## config.mk

```make
export PLATFORM = sky130hd
export DESIGN_NAME = instr_encoder
export DESIGN_NICKNAME = d
export VERILOG_FILES = /design/src/rtl/instr_encoder.sv
export SDC_FILE = /design/constraint.sdc
export NUM_CORES = 1
export LEC_CHECK = 0
export ABC_AREA = 1
export BUFFER_PORTS_ARGS = -buffer_cell sky130_fd_sc_hd__buf_2
export CORE_ASPECT_RATIO = 0.6
export CORE_UTILIZATION = 35
export DETAILED_ROUTE_END_ITERATION = 10
export GPL_TIMING_DRIVEN = 0
export HOLD_SLACK_MARGIN = 0.02
export SYNTH_ARGS = -nofsm -noshare
export SYNTH_HDL_FRONTEND = slang
export SYNTH_SLANG_ARGS = --single-unit
```

## constraint.sdc

```tcl
create_clock -name clk_i -period 4.6 [get_ports clk_i]
set_input_delay 0 -clock clk_i [delete_from_list [all_inputs] [get_ports clk_i]]
set_output_delay 0 -clock clk_i [all_outputs]
set_load 0.01 [all_outputs]
```

## src/rtl/instr_encoder.sv

```systemverilog
// Packs field-level requests into RV64 instruction words and queues them in a small FIFO
// presented to a consumer with valid/ready; illegal requests queue as a zero word plus a flag.
module instr_encoder #(
  parameter int unsigned DEPTH = 2,
  parameter int unsigned CNT_W = 16
) (
  input  logic             clk_i,
  input  logic             rst_ni,
  input  logic             flush_i,
  input  logic             req_valid_i,
  output logic             req_ready_o,
  input  logic [2:0]       cls_i,
  input  logic [2:0]       funct3_i,
  input  logic             alt_i,
  input  logic             mext_i,
  input  logic [4:0]       rs1_i,
  input  logic [4:0]       rs2_i,
  input  logic [4:0]       rd_i,
  input  logic [11:0]      imm_i,
  output logic             out_valid_o,
  input  logic             out_ready_i,
  output logic [31:0]      instruction_o,
  output logic             illegal_o,
  output logic [CNT_W-1:0] count_o
);

  localparam int unsigned PtrW = (DEPTH > 1) ? $clog2(DEPTH) : 1;
  localparam int unsigned OccW = PtrW + 1;

  localparam logic [6:0] OpcOp      = 7'b0110011;
  localparam logic [6:0] OpcOpImm32 = 7'b0011011;
  localparam logic [6:0] OpcLoad    = 7'b0000011;
  localparam logic [6:0] OpcStore   = 7'b0100011;
  localparam logic [6:0] OpcBranch  = 7'b1100011;

  logic [6:0]  f7;
  logic [31:0] enc_word;
  logic        enc_illegal;

  always_comb begin
    f7          = mext_i ? 7'h01 : (alt_i ? 7'h20 : 7'h00);
    enc_word    = '0;
    enc_illegal = alt_i & mext_i;
    case (cls_i)
      3'd0: begin
        enc_word = {f7, rs2_i, rs1_i, funct3_i, rd_i, OpcOp};
        if (alt_i && !(funct3_i == 3'b000 || funct3_i == 3'b101)) enc_illegal = 1'b1;
      end
      3'd1: begin
        if (mext_i) enc_illegal = 1'b1;
        if (funct3_i == 3'b000) begin
          enc_word = {imm_i, rs1_i, 3'b000, rd_i, OpcOpImm32};
        end else if (funct3_i == 3'b001 || funct3_i == 3'b101) begin
          enc_word = {f7, imm_i[4:0], rs1_i, funct3_i, rd_i, OpcOpImm32};
        end else begin
          enc_illegal = 1'b1;
        end
        if (alt_i && funct3_i != 3'b101) enc_illegal = 1'b1;
      end
      3'd2: begin
        enc_word = {imm_i, rs1_i, funct3_i, rd_i, OpcLoad};
        if (funct3_i == 3'b111) enc_illegal = 1'b1;
      end
      3'd3: begin
        enc_word = {imm_i[11:5], rs2_i, rs1_i, funct3_i, imm_i[4:0], OpcStore};
        if (funct3_i > 3'b011) enc_illegal = 1'b1;
      end
      3'd4: begin
        // imm holds offset[12:1], so imm[11] is offset[12] and imm[10] is offset[11]
        enc_word = {imm_i[11], imm_i[9:4], rs2_i, rs1_i, funct3_i, imm_i[3:0], imm_i[10],
                    OpcBranch};
        if (funct3_i == 3'b010 || funct3_i == 3'b011) enc_illegal = 1'b1;
      end
      default: enc_illegal = 1'b1;
    endcase
    if (enc_illegal) enc_word = '0;
  end

  logic [32:0]      mem_q [DEPTH];
  logic [PtrW-1:0]  wr_ptr_q, wr_ptr_d, rd_ptr_q, rd_ptr_d;
  logic [OccW-1:0]  occ_q, occ_d;
  logic [CNT_W-1:0] cnt_q, cnt_d;
  logic             full, empty, push, pop;
  logic [32:0]      head;

  assign full        = (occ_q == OccW'(DEPTH));
  assign empty       = (occ_q == '0);
  assign req_ready_o = ~full;
  assign out_valid_o = ~empty;
  assign push        = req_valid_i & req_ready_o;
  assign pop         = out_valid_o & out_ready_i;
  assign head        = mem_q[rd_ptr_q];

  always_comb begin
    wr_ptr_d = wr_ptr_q;
    rd_ptr_d = rd_ptr_q;
    occ_d    = occ_q;
    cnt_d    = cnt_q;
    if (flush_i) begin
      wr_ptr_d = '0;
      rd_ptr_d = '0;
      occ_d    = '0;
    end else begin
      if (push) wr_ptr_d = wr_ptr_q + PtrW'(1);
      if (pop) begin
        rd_ptr_d = rd_ptr_q + PtrW'(1);
        cnt_d    = cnt_q + CNT_W'(1);
      end
      case ({push, pop})
        2'b10:   occ_d = occ_q + OccW'(1);
        2'b01:   occ_d = occ_q - OccW'(1);
        default: occ_d = occ_q;
      endcase
    end
  end

  always_ff @(posedge clk_i or negedge rst_ni) begin
    if (!rst_ni) begin
      wr_ptr_q <= '0;
      rd_ptr_q <= '0;
      occ_q    <= '0;
      cnt_q    <= '0;
    end else begin
      wr_ptr_q <= wr_ptr_d;
      rd_ptr_q <= rd_ptr_d;
      occ_q    <= occ_d;
      cnt_q    <= cnt_d;
    end
  end

  // Storage needs no reset: contents are only observable while occupancy is non-zero.
  always_ff @(posedge clk_i) begin
    if (push && !flush_i) mem_q[wr_ptr_q] <= {enc_illegal, enc_word};
  end

  assign instruction_o = empty ? 32'h0 : head[31:0];
  assign illegal_o     = empty ? 1'b0 : head[32];
  assign count_o       = cnt_q;

endmodule
```

==> flow_summary.json <==
{
  "yosysWarnings": 0,
  "yosys.area_share.simple_pct": 24.95,
  "synth_cells": 438,
  "port_buffers": 89,
  "die_area_um2": 12170,
  "timing.fmax_ghz": 0.4805,
  "mostFrequentLayoutCells": "nand2_1 (137), buf_2 (89), edfxtp_1 (62)",
  "synthMuxAreaShare_pct": 0,
  "netlist_area_um2": 4103,
  "antenna_found_initial": 0,
  "cts_buffer_depth": 2,
  "setup_viol": 0,
  "worstSetupPathType": "reg2reg",
  "cp.arrival_ps": 2050,
  "rows": 30,
  "synth-xor-area-share_pct": 2.562,
  "fin_crit_sh_pct": 45.24,
  "endpoint_kind": "flip-flop",
  "synthAdderAreaFrac_pct": 0.3050,
  "dieWidth_um": 141.8,
  "drive_gt1_share_pct": 29.01,
  "root_buffer": "clkbuf_16",
  "min_path_type": "in2reg",
  "start_util_pct": 36.07,
  "grt_pass1_wl_um": 16100,
  "critPathMaxFanout": 31,
  "vdd_drop_max_v": 0.0001780,
  "cts_sinks": 82,
  "crit_path_start_kind": "flip-flop",
  "tns_ps": 0,
  "ioPinCount": 91,
  "vias_per_cell": 4.674,
  "postCtsSetupBuffers": 0,
  "clkTransAtPathRegs_ps": 60,
  "grt_max_degree": 32,
  "place_congestion": 0.9311,
  "grt_pass1_vias": 3182,
  "synth_ff_type": "edfxtp_1",
  "worstMarginPinSlew_ps": 965.3,
  "final_hold_viol_count": 0,
  "async_reset_ff_share_pct": 24.39,
  "antenna_cells": 0,
  "skew_ps": 7.359,
  "drt_wl_total_um": 10130,
  "crit_required_ps": 4570,
  "maxCapViolCount": 0,
  "core_um2": 11370,
  "first_pass_iters": 5,
  "slew_viol_final": 0,
  "antenna_left": 0,
  "synthToLayoutAreaGrowth_pct": 24.06,
  "synth-compound-area-share_pct": 8.844,
  "clkLatencyLatePin_ps": 340,
  "dieHeight_um": 85.87,
  "max_slew_margin_pct": 35.50,
  "drc": 0,
  "p_per_area_nw_per_um2": 438.8,
  "layout_min_cycle_time_ps": 2081,
  "cts_tree": "yes",
  "grtUsageTotal_pct": 17.75,
  "run_status": "complete, no violations",
  "synth_nets": 479,
  "dp_hpwl_um": 7489,
  "vias": 3309,
  "layout_commonest_cell": "nand2_1",
  "routedWlPerCell_um": 14.31,
  "yosysSeqAreaShare_pct": 57.58,
  "yosysUniqueCellTypes": 31,
  "pre_cts_ws_ps": 2516,
  "gr-total-overflow": 0,
  "rsz0062_at_grt": "false",
  "worst_slack_ps": 2519,
  "synth-edff-count": 62,
  "p_leak_nw": 2.228,
  "h-tree-depth": 3,
  "synth_top_family_by_area": "simple AND/OR/NAND/NOR gates",
  "ys_ff_latch": 82,
  "cts_buffers": 9,
  "final_nets": 584,
  "syn_area_per_cell_um2": 9.367,
  "initialDrtViolationCount": 193
}
-- final cells by class --
type | count | area (um^2)
clock inverter | 7 | 51.30
tap | 160 | 200.2
buffer | 14 | 82.58
fill | 1149 | 6284
clock buffer | 9 | 225.2
sequential | 82 | 2362
timing repair buffer | 94 | 495.5
multi-input combinational | 302 | 1523
inverter | 40 | 150.1
-- path summary, 6_finish.rpt --
kind | slack, ps | to | start | cells after the start
worst min register to register | 510 | count_o[5]$_DFFE_PN0P_ | count_o[5]$_DFFE_PN0P_ | 1
worst max register to register | 2520 | mem_q[0][20]$_DFFE_PP_ | occ_q[0]$_DFFE_PN0P_ | 6
worst min-delay path | 30 | mem_q[0][18]$_DFFE_PP_ | rs1_i[3] | 3
max in group asynchronous | 4130 | count_o[14]$_DFFE_PN0P_ | rst_ni | 2
worst max-delay path | 2520 | mem_q[0][20]$_DFFE_PP_ | occ_q[0]$_DFFE_PN0P_ | 6
min in group asynchronous | 150 | count_o[10]$_DFFE_PN0P_ | rst_ni | 2
-- critical path, cell delays in order, from the launching register on --
cell	delay, ps
dfrtp_1	420
inv_1	90
nand2_1	80
nand2_1	130
inv_1	120
nand2_1	100
nor2_4	750
-- routing by layer --
metal / track usage [%] / vias to the layer above / routed length [um]
met4: 5.767 / 0 / 168
met5: 0 / - / 0
met2: 25.57 / 87 / 4204
met1: 25.74 / 1546 / 5221
met3: 4.802 / 15 / 539
li1: - / 1661 / -
-- state kept, by name (all words and copies together), names as in the netlist --
| name | flops |
|---|---|
| rd_ptr_q | 1 |
| wr_ptr_q | 1 |
| occ_q | 2 |
| mem_q | 62 |
| count_o | 16 |
-- stage by stage --
step | power [mW] | instances | hold slack [ps] | instance area (um^2) | utilization, %
final | 2.233 | 708 | 28.35 | 5090 | 44.75
after global routing | 2.365 | 708 | 26.65 | 5090 | 44.75
after CTS | 2.258 | 708 | 21.76 | 5090 | 44.75
after detailed placement | 1.584 | 687 | -19.88 | 4763 | 41.88
after global placement | 1.571 | 687 | -23.47 | 4748 | 41.75
after floorplan | 1.321 | 438 | -295.6 | 4103 | -
-- cells by family (layout without fill, tap and decap cells) --
family,Yosys count,count (layout)
compound gates,65,65
buf+inv,54,164
simple gates,223,223
xor+xnor,12,12
flops,82,82
fa+ha+maj,1,1
other cells,1,1
-- cell usage after synthesis, types with 5 or more instances --
cell type  count  area [um^2]
xnor2_1        5        43.79
nor2_1        19        71.32
dfrtp_1       20        500.5
a21oi_1       41        205.2
nand2_1      137        514.2
nor3_1         7        35.03
nor2_2        30        187.7
a22oi_1        9        67.56
clkbuf_1       6        22.52
o21ai_0        8        40.04
nand3_1       14        70.07
xor2_1         7        61.31
edfxtp_1      62         1862
inv_1         36        135.1
-- power breakdown --
part	total [mW]	switching, mW	internal (mW)
registers	0.938	0.0553	0.883
logic	0.631	0.418	0.214
clock network	0.664	0.296	0.368
-- what timing repair did --
| action | CTS | global route |
|---|---|---|
| hold buffers | 5 | 0 |
| gates resized for setup | 0 | 0 |
| endpoints found under the hold margin | 28 | 0 |
No activity file was read; power rests on OpenSTA's default activity.
